**config.mk**
```make
export PLATFORM = sky130hd
export DESIGN_NAME = uart_frame_bit_counter
export DESIGN_NICKNAME = d
export VERILOG_FILES = /design/src/rtl/uart_frame_bit_counter.sv
export SDC_FILE = /design/constraint.sdc
export NUM_CORES = 1
export LEC_CHECK = 0
export BUFFER_PORTS_ARGS = -buffer_cell sky130_fd_sc_hd__buf_2
export CAP_MARGIN = 5
export CORE_MARGIN = 4
export CORE_UTILIZATION = 45
export DETAILED_ROUTE_END_ITERATION = 10
export GPL_ROUTABILITY_DRIVEN = 0
export GPL_TIMING_DRIVEN = 1
export HOLD_SLACK_MARGIN = 0.15
export PLACE_DENSITY_LB_ADDON = 0.12
export SYNTH_ARGS = -nofsm -noshare
export SYNTH_HDL_FRONTEND = slang
export SYNTH_SLANG_ARGS = --single-unit
export TNS_END_PERCENT = 20
```
**constraint.sdc**
```tcl
create_clock -name clk_i -period 4.33 [get_ports clk_i]
set_input_delay 0 -clock clk_i [delete_from_list [all_inputs] [get_ports clk_i]]
set_output_delay 0 -clock clk_i [all_outputs]
set_load 0.1 [all_outputs]
```
**src/rtl/uart_frame_bit_counter.sv**
```systemverilog
// Frame bit counter for the UART shifter: counts len_q bit periods of OVERSAMPLE baud ticks each.
// Optional back-to-back frame reload when UART_BIT_COUNTER_RELOAD_EN is defined.
module uart_frame_bit_counter #(
    parameter int unsigned MAX_BITS   = 12,
    parameter int unsigned OVERSAMPLE = 1,
    localparam int unsigned LEN_W     = $clog2(MAX_BITS + 1),
    localparam int unsigned OS_W      = (OVERSAMPLE > 1) ? $clog2(OVERSAMPLE) : 1
) (
    input  logic             clk_i,
    input  logic             rst_ni,
    input  logic             clear_i,
    input  logic             start_i,
    input  logic [LEN_W-1:0] len_i,
    input  logic             tick_i,
    output logic             busy_o,
    output logic [LEN_W-1:0] bit_idx_o,
    output logic             bit_strobe_o,
    output logic             last_bit_o,
    output logic             done_o
);

    localparam logic [LEN_W-1:0] MAX_LEN = LEN_W'(MAX_BITS);
    localparam logic [OS_W-1:0]  OS_LAST = OS_W'(OVERSAMPLE - 1);

    typedef enum logic {
        S_IDLE,
        S_COUNT
    } state_t;

    state_t           r_state;
    state_t           w_state_nx;
    logic [LEN_W-1:0] r_idx;
    logic [LEN_W-1:0] w_idx_nx;
    logic [OS_W-1:0]  r_sub;
    logic [OS_W-1:0]  w_sub_nx;
    logic [LEN_W-1:0] r_len;
    logic [LEN_W-1:0] w_len_nx;
    logic             r_strobe;
    logic             w_strobe_nx;
    logic             r_done;
    logic             w_done_nx;

    logic             w_start_ok;
    logic [LEN_W-1:0] w_len_sat;
    logic             w_last_idx;
    logic             w_bit_end;

    assign w_start_ok = start_i && (len_i != '0);
    assign w_len_sat  = (len_i > MAX_LEN) ? MAX_LEN : len_i;
    assign w_last_idx = (r_idx == (r_len - LEN_W'(1)));
    assign w_bit_end  = tick_i && (r_sub == OS_LAST);

    always_ff @(posedge clk_i or negedge rst_ni) begin
        if (!rst_ni) begin
            r_state  <= S_IDLE;
            r_idx    <= '0;
            r_sub    <= '0;
            r_len    <= '0;
            r_strobe <= 1'b0;
            r_done   <= 1'b0;
        end else begin
            r_state  <= w_state_nx;
            r_idx    <= w_idx_nx;
            r_sub    <= w_sub_nx;
            r_len    <= w_len_nx;
            r_strobe <= w_strobe_nx;
            r_done   <= w_done_nx;
        end
    end

    always_comb begin
        w_state_nx  = r_state;
        w_idx_nx    = r_idx;
        w_sub_nx    = r_sub;
        w_len_nx    = r_len;
        w_strobe_nx = 1'b0;
        w_done_nx   = 1'b0;

        if (clear_i) begin
            w_state_nx = S_IDLE;
            w_idx_nx   = '0;
            w_sub_nx   = '0;
        end else begin
            unique case (r_state)
                S_IDLE: begin
                    if (w_start_ok) begin
                        w_state_nx = S_COUNT;
                        w_len_nx   = w_len_sat;
                        w_idx_nx   = '0;
                        w_sub_nx   = '0;
                    end
                end
                S_COUNT: begin
                    if (w_bit_end) begin
                        w_sub_nx    = '0;
                        w_strobe_nx = 1'b1;
                        if (w_last_idx) begin
                            w_done_nx = 1'b1;
`ifdef UART_BIT_COUNTER_RELOAD_EN
                            // A start on the final tick chains the next frame with no IDLE gap.
                            if (w_start_ok) begin
                                w_len_nx = w_len_sat;
                                w_idx_nx = '0;
                            end else begin
                                w_state_nx = S_IDLE;
                            end
`else
                            w_state_nx = S_IDLE;
`endif
                        end else begin
                            w_idx_nx = r_idx + LEN_W'(1);
                        end
                    end else if (tick_i) begin
                        w_sub_nx = r_sub + OS_W'(1);
                    end
                end
                default: w_state_nx = S_IDLE;
            endcase
        end
    end

    assign busy_o       = (r_state == S_COUNT);
    assign bit_idx_o    = r_idx;
    assign bit_strobe_o = r_strobe;
    assign done_o       = r_done;
    assign last_bit_o   = (r_state == S_COUNT) && w_last_idx;

endmodule

```
==> impl_metrics.csv <==
group,metric,value,unit
min_path,hp-start,"start_i",
finish,drive_above_1_share,27.0,%
power_and_ir_drop,seq_power_share,39.1,%
critical_path,rr_startpoint,"r_len[0]",
synthesis,ys_top_cells_by_count,"nand2_1, dfrtp_1, inv_1, o211ai_1",
routing,vias,601,
synthesis,synthCells,71,
routing,postRouteAntennaNets,0,
routing,met3_length,71,um
power_and_ir_drop,max-vdd-ir-drop,0.218,mV
synthesis,yosys.cell_types.count,26,
timing,slew-limit-headroom,62.3,%
critical_path,reg2reg_depth,6,
global_routing,grt_antenna_before_repair,0,
finish,nFillCells,133,
timing,final-setup-viol-count,0,
routing,met2WireLength,712,um
critical_path,crit_arrival,2.08,ns
synthesis,synth_async_sr_flop_share,100,%
routing,wl_per_cell,12.9,um
clock_tree,cts_hold_buf,9,
min_path,min_to,"busy_o",
routing,drt_wl_total,1.50,mm
placement,hpwlAfterDp,1.10,mm
placement,io_buffers,16,
routing,via_per_inst,5.18,
clock_tree,cts_tree,"built",
clock_tree,cts_inserted_buffers,3,
clock_tree,cts_resized,0,
synthesis,synth.most_common_cell,"nand2_1",
routing,top_layer_used,"met4",
global_routing,grt_start_max_net_pins,13,
timing,setup_tns,0,ns
timing,min_period,2.08,ns
routing,drt-initial-drc-count,4,
routing,wl_met1,690,um
critical_path,cp_max_fo,4,
floorplanning,chipHeight,48.1,um
floorplanning,num_rows,14,
global_routing,grt-ovfl-total,0,
critical_path,timing.rr.end,"busy_o",
power_and_ir_drop,p_per_area,357,nW/um2
timing,max_freq,0.482,GHz
finish,diodes,0,
global_routing,grt_pass1_vias,541,
finish,post-route-cell-area,951,um2
placement,dpl_cell_area,825,um2
critical_path,rrSetupSlack,2.71,ns
timing,hold_ws,0.163,ns
power_and_ir_drop,power_switching,120,uW
clock_tree,cts_max_path_buffers,2,
clock_tree,ctsRootBufferMaster,"clkbuf_4",
floorplanning,core_area,1510,um2
floorplanning,fp.dieW,48.1,um
critical_path,critical_path_required,4.33,ns
power_and_ir_drop,power_frac_clock,26.7,%
power_and_ir_drop,p_leak,0.000459,uW
clock_tree,clk_latency,0.28,ns
synthesis,synthFlopType,"dfrtp_1",
clock_tree,cts_setup_buffers,0,
power_and_ir_drop,switching_share,35.2,%
synthesis,synth-edff-count,0,
finish,final_nets,112,
synthesis,synth_fp_nets,82,
floorplanning,io_pins,17,
timing,rsz0062_at_grt,"false",
clock_tree,htree_num_levels,1,
synthesis,ys_warn_count,0,
routing,drc,0,
synthesis,syn_avg_cell_area,10.2,um2
floorplanning,die-area,2320,um2
timing,worstMarginPinSlew,0.564,ns
synthesis,ys_ff_latch,12,
power_and_ir_drop,p_int,220,uW
synthesis,synth_top_area_share,41.5,%
global_routing,grt_pass1_wl,2.37,mm
min_path,min_path_type,"in -> reg",
clock_tree,clk_pin_slew,0.08,ns
synthesis,synth_area,724,um2
power_and_ir_drop,power_frac_comb,34.2,%
timing,skew,0.00888,ns
timing,slew_violations,0,
timing,fin_crit_sh,48.0,%
critical_path,cp-end-kind,"output pin",
routing,drt_pass1_iterations,4,
run_status,outcome,"finished, final reports clean",
min_path,min_path_cells,4,
synthesis,seq_area_frac_synth,41.5,%
critical_path,startpoint_type,"flop",
flow_run,cap_violations,0,
global_routing,track_usage,15.5,%
critical_path,crit_type,"reg -> out",
floorplanning,start_util,48.1,%
timing,finalHoldViolations,0,
finish,multiInputGateArea,405,um2
synthesis,synth_top_cell_by_area,"dfrtp_1",
synthesis,synth_area_leaders,"dfrtp_1, nand2_1, o211ai_1, mux2_4, a221oi_4",
finish,seq_area,300,um2
finish,synthToLayoutAreaGrowth,31.3,%
clock_tree,clock-sinks,12,
placed cells by master, fill, tap and decap left out, types with 2 or more instances in the layout:
cell           netlist  layout
clkbuf_4             0       3
dfrtp_1             12      12
o21ai_0              2       2
inv_1                5       5
nand2_1             13      13
xor2_1               3       3
a21oi_1              2       2
mux2i_1              2       2
xnor2_1              2       2
o211ai_1             5       5
ha_1                 2       2
mux2_4               2       2
nand3_1              2       2
nor3_1               2       2
nor2_1               3       3
nor2b_1              3       3
dlygate4sd3_1        0       9
buf_2                0      16
how the worst max path moves through the flow:
stage / start / end / cells after the start
final: r_len[0] / last_bit_o / 7
after global routing: r_len[0] / last_bit_o / 7
after CTS: r_len[0] / last_bit_o / 7
after detailed placement: r_len[0] / last_bit_o / 7
after global placement: r_len[0] / last_bit_o / 7
after floorplan: bit_idx_o[2] / last_bit_o / 4
per-layer routing:
| layer | GRT usage (%) | vias up |
|---|---|---|
| li1 | - | 309 |
| met3 | 4.43 | 4 |
| met4 | 9.68 | 0 |
| met1 | 20.3 | 274 |
| met2 | 22.4 | 14 |
| met5 | 0 | - |
layout make-up:
cell class | instances | area share (%)
Timing Repair Buffer | 25 | 17.9
Sequential cell | 12 | 31.6
Inverter | 5 | 1.97
Tap cell | 16 | 2.11
Clock buffer | 4 | 3.82
Multi-Input combinational cell | 54 | 42.6
power by group through the flow:
stage	logic [uW]	registers (uW)	clock network, uW
3_5_place_dp	110	135	0
5_1_grt	127	134	101
6_report	116	133	90.8
4_1_cts	117	133	93.3
2_1_floorplan	70.8	150	0
3_3_place_gp	108	135	0
sequential cells by signal (all words and copies together) (netlist names):
| name | count |
|---|---|
| bit_idx_o | 4 |
| done_o | 1 |
| r_sub | 1 |
| bit_strobe_o | 1 |
| busy_o | 1 |
| r_len | 4 |
cell families after synthesis:
kind of cell,count (synthesis),synth area share (%)
XOR/XNOR,6,9.15
buffers and inverters,5,2.59
flip-flops,12,41.5
multiplexers,4,6.91
adder cells (fa/ha/maj),2,3.45
AO/OA/AOI/OAI,13,15.0
AND/OR/NAND/NOR,29,21.4
through the flow:
stage	cells	total power (uW)	setup WS, ns	util, %
6_report	116	340	2.25	63.1
5_1_grt	116	362	2.12	63.1
4_1_cts	116	343	2.23	63.1
3_5_place_dp	103	245	2.54	54.7
3_3_place_gp	103	243	2.58	54.7
2_1_floorplan	71	221	1.39	-
critical path, stage by stage (launching register included):
cell and delay [ns]:
dfrtp_1 0.38, inv_1 0.07, ha_1 0.21, xnor3_1 0.29, and3_4 0.21, nand2_1 0.10
nor2_1 0.11, buf_2 0.43
No activity file was read; power rests on OpenSTA's default activity.
